### src/rtl/rv_multicycle_ctrl.sv
// Multi-cycle control FSM for the RV32I core: fetch, decode, execute, memory, write-back.
// Define RV_CTRL_TRAP_EN to trap illegal encodings; otherwise they retire as a NOP.
module rv_multicycle_ctrl (
    input  logic        clk,
    input  logic        rst,
    input  logic [31:0] instr,
    input  logic        mem_ready,
    input  logic        br_taken,
    output logic        pc_we,
    output logic        pc_sel,
    output logic        ir_we,
    output logic        mem_req,
    output logic        mem_we,
    output logic [1:0]  mem_size,
    output logic        mem_unsigned,
    output logic [3:0]  alu_op,
    output logic [1:0]  alu_src_a,
    output logic [1:0]  alu_src_b,
    output logic        rf_we,
    output logic [1:0]  wb_sel,
    output logic        instr_done,
    output logic        illegal,
    output logic [31:0] retire_cnt
);

    typedef enum logic [2:0] {
        FETCH  = 3'd0,
        DECODE = 3'd1,
        EXEC   = 3'd2,
        MEM    = 3'd3,
        WB     = 3'd4,
        TRAP   = 3'd5
    } state_t;

    localparam logic [6:0] OP_R      = 7'h33;
    localparam logic [6:0] OP_LOAD   = 7'h03;
    localparam logic [6:0] OP_IMM    = 7'h13;
    localparam logic [6:0] OP_JALR   = 7'h67;
    localparam logic [6:0] OP_STORE  = 7'h23;
    localparam logic [6:0] OP_BRANCH = 7'h63;
    localparam logic [6:0] OP_LUI    = 7'h37;
    localparam logic [6:0] OP_AUIPC  = 7'h17;
    localparam logic [6:0] OP_JAL    = 7'h6F;

    state_t      state_r;
    logic [31:0] retire_cnt_r;
    logic [6:0]  opcode_s;
    logic [2:0]  funct3_s;
    logic        illegal_enc_s;
    logic [3:0]  alu_op_s;
    logic [1:0]  alu_src_a_s;
    logic [1:0]  alu_src_b_s;
    logic        unused_instr_bits_s;

    function automatic logic enc_illegal(input logic [6:0] op, input logic [2:0] f3);
        logic bad;
        case (op)
            OP_LOAD:   bad = (f3 == 3'd3) || (f3 == 3'd6) || (f3 == 3'd7);
            OP_STORE:  bad = (f3 >= 3'd3);
            OP_BRANCH: bad = (f3 == 3'd2) || (f3 == 3'd3);
            OP_R, OP_IMM, OP_JALR, OP_LUI, OP_AUIPC, OP_JAL: bad = 1'b0;
            default:   bad = 1'b1;
        endcase
        return bad;
    endfunction

    // Only register-register and immediate ALU instructions use funct3; the rest add.
    function automatic logic [3:0] alu_decode(input logic [6:0] op, input logic [2:0] f3,
                                              input logic b30);
        logic [3:0] code;
        code = 4'd0;
        if ((op == OP_R) || (op == OP_IMM)) begin
            case (f3)
                3'd0:    code = ((op == OP_R) && b30) ? 4'd1 : 4'd0;
                3'd1:    code = 4'd2;
                3'd2:    code = 4'd3;
                3'd3:    code = 4'd4;
                3'd4:    code = 4'd5;
                3'd5:    code = b30 ? 4'd7 : 4'd6;
                3'd6:    code = 4'd8;
                3'd7:    code = 4'd9;
                default: code = 4'd0;
            endcase
        end else begin
            code = 4'd0;
        end
        return code;
    endfunction

    assign opcode_s            = instr[6:0];
    assign funct3_s            = instr[14:12];
    assign illegal_enc_s       = enc_illegal(opcode_s, funct3_s);
    assign alu_op_s            = alu_decode(opcode_s, funct3_s, instr[30]);
    assign unused_instr_bits_s = ^{instr[31], instr[29:15], instr[11:7]};

    // ALU operand selects decoded from the opcode.
    always_comb begin
        alu_src_a_s = 2'b00;
        alu_src_b_s = 2'b00;
        case (opcode_s)
            OP_R: begin
                alu_src_a_s = 2'b00;
                alu_src_b_s = 2'b00;
            end
            OP_IMM, OP_LOAD, OP_STORE, OP_JALR: begin
                alu_src_a_s = 2'b00;
                alu_src_b_s = 2'b01;
            end
            OP_LUI: begin
                alu_src_a_s = 2'b10;
                alu_src_b_s = 2'b01;
            end
            OP_AUIPC, OP_JAL, OP_BRANCH: begin
                alu_src_a_s = 2'b01;
                alu_src_b_s = 2'b01;
            end
            default: begin
                alu_src_a_s = 2'b00;
                alu_src_b_s = 2'b00;
            end
        endcase
    end

    // State sequencing and retired-instruction counter.
    always_ff @(posedge clk) begin
        if (rst) begin
            state_r      <= FETCH;
            retire_cnt_r <= 32'd0;
        end else begin
            case (state_r)
                FETCH:  state_r <= mem_ready ? DECODE : FETCH;
                DECODE: begin
                    if (illegal_enc_s) begin
`ifdef RV_CTRL_TRAP_EN
                        state_r <= TRAP;
`else
                        state_r <= WB;
`endif
                    end else begin
                        state_r <= EXEC;
                    end
                end
                EXEC:   state_r <= ((opcode_s == OP_LOAD) || (opcode_s == OP_STORE)) ? MEM : WB;
                MEM:    state_r <= mem_ready ? WB : MEM;
                WB: begin
                    state_r      <= FETCH;
                    retire_cnt_r <= retire_cnt_r + 32'd1;
                end
`ifdef RV_CTRL_TRAP_EN
                TRAP:   state_r <= TRAP;
`endif
                default: state_r <= FETCH;
            endcase
        end
    end

    // Datapath controls decoded from the state; rst forces everything low in the same cycle.
    always_comb begin
        pc_we        = 1'b0;
        pc_sel       = 1'b0;
        ir_we        = 1'b0;
        mem_req      = 1'b0;
        mem_we       = 1'b0;
        mem_size     = 2'b00;
        mem_unsigned = 1'b0;
        alu_op       = 4'd0;
        alu_src_a    = 2'b00;
        alu_src_b    = 2'b00;
        rf_we        = 1'b0;
        wb_sel       = 2'b00;
        instr_done   = 1'b0;
        illegal      = 1'b0;
        retire_cnt   = 32'd0;
        if (rst) begin
            retire_cnt = 32'd0;
        end else begin
            retire_cnt = retire_cnt_r;
            case (state_r)
                FETCH: begin
                    mem_req  = 1'b1;
                    mem_size = 2'b11;
                    ir_we    = mem_ready;
                end
                DECODE: begin
                    ir_we = 1'b0;
                end
                EXEC: begin
                    alu_op    = alu_op_s;
                    alu_src_a = alu_src_a_s;
                    alu_src_b = alu_src_b_s;
                end
                MEM: begin
                    // The ALU keeps producing the effective address for the memory port.
                    alu_op       = alu_op_s;
                    alu_src_a    = alu_src_a_s;
                    alu_src_b    = alu_src_b_s;
                    mem_req      = 1'b1;
                    mem_we       = (opcode_s == OP_STORE);
                    mem_unsigned = funct3_s[2];
                    case (funct3_s[1:0])
                        2'b00:   mem_size = 2'b00;
                        2'b01:   mem_size = 2'b01;
                        default: mem_size = 2'b11;
                    endcase
                end
                WB: begin
                    pc_we      = 1'b1;
                    instr_done = 1'b1;
                    if (illegal_enc_s) begin
                        rf_we = 1'b0;
                    end else begin
                        alu_op    = alu_op_s;
                        alu_src_a = alu_src_a_s;
                        alu_src_b = alu_src_b_s;
                        pc_sel    = (opcode_s == OP_JAL) || (opcode_s == OP_JALR) ||
                                    ((opcode_s == OP_BRANCH) && br_taken);
                        rf_we     = (opcode_s != OP_STORE) && (opcode_s != OP_BRANCH);
                        if (opcode_s == OP_LOAD) begin
                            wb_sel = 2'b01;
                        end else if ((opcode_s == OP_JAL) || (opcode_s == OP_JALR)) begin
                            wb_sel = 2'b10;
                        end else begin
                            wb_sel = 2'b00;
                        end
                    end
                end
`ifdef RV_CTRL_TRAP_EN
                TRAP: begin
                    illegal = 1'b1;
                end
`endif
                default: begin
                    illegal = 1'b0;
                end
            endcase
        end
    end

endmodule

### config.mk
export PLATFORM = sky130hd
export DESIGN_NAME = rv_multicycle_ctrl
export DESIGN_NICKNAME = d
export VERILOG_FILES = /design/src/rtl/rv_multicycle_ctrl.sv
export SDC_FILE = /design/constraint.sdc
export NUM_CORES = 1
export LEC_CHECK = 0
export BUFFER_PORTS_ARGS = -buffer_cell sky130_fd_sc_hd__buf_2
export CORE_MARGIN = 3
export CORE_UTILIZATION = 53
export CTS_CLUSTER_DIAMETER = 60
export DETAILED_ROUTE_END_ITERATION = 8
export PLACE_DENSITY = 0.92
export SETUP_SLACK_MARGIN = 0.05
export SYNTH_ARGS = -nofsm -noshare
export SYNTH_HDL_FRONTEND = slang
export SYNTH_SLANG_ARGS = --single-unit
### constraint.sdc
create_clock -name clk -period 7.1 [get_ports clk]
set_clock_uncertainty 0.2 [all_clocks]
set_input_delay 1.42 -clock clk [delete_from_list [all_inputs] [get_ports clk]]
set_output_delay 1.42 -clock clk [all_outputs]
set_load 0.02 [all_outputs]
==> results.md <==
- Post-synth EDFFs: 0
- Largest stage delay, worst path: about 380 ps
- DRT iter0 DRCs: 95
- WL met2: about 2.3 mm
- Cell mode on critical path: buf_2
- Multiplexer share of the synthesized area: 0.0138
- PD cells: between 100 and 150 nW/um2
- Synth Area in XOR/XNOR: 0.104
- Syn. warnings: 0
- Final Cell Area: ~2700 um2
- Ys async rst share: 0
- Top cell type's share of synthesized area: 0.309
- Critical path capture point type: output port
- Post-CTS Hold Buffers: 0
- Chip Height: a little over 70 um
- Vias in the first global route: 1952
- Leak: 0.00106 uW
- Crit path launch type: primary input
- WL final: roughly 4.8 mm
- M1 WL: 2.03 mm
- Port buffer count: 65
- Clk_lat worst skew: slightly below 300 ps
- PostCTS Resize Cnt: 0
- Nets: 390
- Fin worst setup slack: about 2400 ps
- Fraction of layout cells with a size suffix above 1: 0.249
- # setup viols final: 0
- Post-place setup slack: about 2400 ps
- Diode count: 0
- Critical Path Stages: 7
- Worst EP arrival: just over 3000 ps
- Gate Count Post-Synth: 298
- #FFs+latches synth: 35
- Critical-path top delay cell: a211o_1
- Initial antenna violation count: 0
- Critical Path Start: rst
- Post-synthesis adder-cell area fraction: 0.00552
- Hold crit path type: reg -> reg
- Syn Area/Cell: roughly 7.6 um2
- Worst r2r dst: retire_cnt_r[17]
- Core area: around 4100 um2
- Row cnt: 23
- Largest delay contributor family on the critical path: buffers and inverters
- Fin. Hold Viols: 0
- Max-slew headroom: 0.366
- Final core utilization: 0.656
- Crit-path max FO: 44
- R2R cell count: 5
- Remaining global-route overflow: 0
- Commonest cells in the netlist: nor2_1, dfxtp_1, nor2b_1
- Tmin final: approximately 4700 ps
- Reg2reg start: state_r[1]
- R2R Setup Slk: 4790 ps
- Run status: completed
- Critical Path Sink: alu_op[0]
- Sinks on Clock Net: 35
- Highest routed layer: met4
- Worst Path Buf+Inv: 3
- Clock slew at reported path FFs: approximately 70 ps
- Die Width: around 71 um
- Syn Std Cell Area: 2270 um2
- Final period util: 0.662
- DRC viols: 0
- Dpl hpwl: approximately 3.6 mm
- Post-synth top area cell: dfxtp_1
- I/O pin count: between 80 and 90
- Pre-antenna DRT Iters: 4
- CTS Buffer Depth: 2
- Final ANT Viol Nets: 0
- Tot GR Track Use: 0.193
- Critical path cell sequence: buf_2, buf_4, nor2_1, nand2_1, a211o_1, a2111oi_2, buf_2
- CP required: ~5500 ps
- Synthesis-to-layout area growth: 17.4%
- Starting density of the core: 0.559
- Maximum clock rate: 0.213 GHz
- Slew of the pin with the lowest slew margin: roughly 940 ps
- TritonCTS buffer count: 5
- Dominant cells by area after synthesis: dfxtp_1, nor2b_1, nor2_1
- RSZ-0062 raised after global routing: no
- Most frequent cell after synthesis: nor2_1
- Final Max Slew Viols: 0
- Synth Area in Compound Gates: 0.0993
- Critical setup path kind: in -> out
- Total power: roughly 390 uW
- Synth Area in Simple Gates: 0.405
- Routed vias: between 2000 and 2500
- Final setup TNS: 0 ps
- Post-DP Area: 2560 um2
- TritonCTS clock tree: done
- Maximum vdd drop: a little under 70 uV
- Seq/Total Area, Yosys: 0.309
- Pin count of the biggest net entering global routing: 45
- Ys flop type: dfxtp_1
- # Post-CTS Setup Buffers: 0
- CTS H-tree lvls: 2
- DR WL/cell: 11.8 um
- First-pass GRT wire length: 8.13 mm
- Max_cap viols: 0
- GPL Wtd Cong: slightly above 0.8
- Vias per inst: 5.40
- Largest family of logic cells by synthesized area: simple AND/OR/NAND/NOR gates
- Die area: slightly above 5000 um2
- Library cells used by synthesis: 45
- Total length of routed met3 wires: ~350 um
- Clk root buf: clkbuf_8
## flip-flops by register name (all words and copies together) (netlist names)
register,count
state_r,3
retire_cnt_r,32
## worst min-delay path by stage
stage	slack, ps	start	cells after the start	endpoint
final	300	retire_cnt_r[14]	2	retire_cnt_r[14]
after global routing	340	retire_cnt_r[14]	2	retire_cnt_r[14]
after CTS	300	retire_cnt_r[14]	2	retire_cnt_r[14]
after detailed placement	290	retire_cnt_r[14]	2	retire_cnt_r[14]
after global placement	280	retire_cnt_r[14]	2	retire_cnt_r[14]
after floorplan	260	retire_cnt_r[14]	2	retire_cnt_r[14]
## through the flow
step / hold slack, ps / std cells
6_report: 304 / 404
3_3_place_gp: 277 / 396
2_1_floorplan: 262 / 299
5_1_grt: 338 / 404
4_1_cts: 302 / 404
3_5_place_dp: 293 / 396
## cell families (layout without fill, tap and decap cells)
kind of cell,after synthesis,count (layout)
and+or+nand+nor,166,166
muxes,3,3
other,1,2
DFF,35,35
buffers and inverters,28,83
AOI/OAI and AO/OA,37,37
adders and majority gates,1,1
xor gates and xnor gates,27,27
## cell usage in the layout, fill, tap and decap left out, types with 2 or more instances in the layout
cell type  instances
nor4_1             5
nor2b_1           30
o21ai_0           12
and3_1             2
xnor2_1           19
buf_2             65
nor4_2             4
or2_2              3
conb_1             2
xor2_1             8
or4_4              2
and2_1             2
a311oi_1           2
nand3_1           15
nand2_1           24
nor3_1            10
nor2_1            49
inv_1              9
nand4_1            3
and4_1             3
mux2i_1            2
clkbuf_8           7
dfxtp_1           35
or3_1              7
a21oi_1           14
## worst reg2reg max path, stage by stage (launching register included)
cell	delay, ps
dfxtp_1	410
nand4bb_4	280
nor4_1	830
nand4_1	210
xor2_1	200
nor2_1	50
## where the power goes
group / switching, uW / internal, uW
sequential: 1.95 / 198
clock: 67.3 / 88.4
combinational: 24.1 / 12.3
total: 93.3 / 298
## cell type report
| class | instances | area (um2) |
|---|---|---|
| multi-input combinational | 236 | 1430 |
| fill | 346 | 1400 |
| sequential | 35 | 701 |
| timing repair buffer | 66 | 333 |
| clock buffer | 8 | 100 |
| tap | 50 | 62.6 |
| inverter | 9 | 33.8 |
## per-layer routing
metal | global-route usage | vias to the layer above
met5 | 0 | -
met4 | 0.0793 | 0
met3 | 0.0435 | 8
met2 | 0.348 | 83
met1 | 0.217 | 973
li1 | - | 1118
Power figures use the tool's default switching activity.
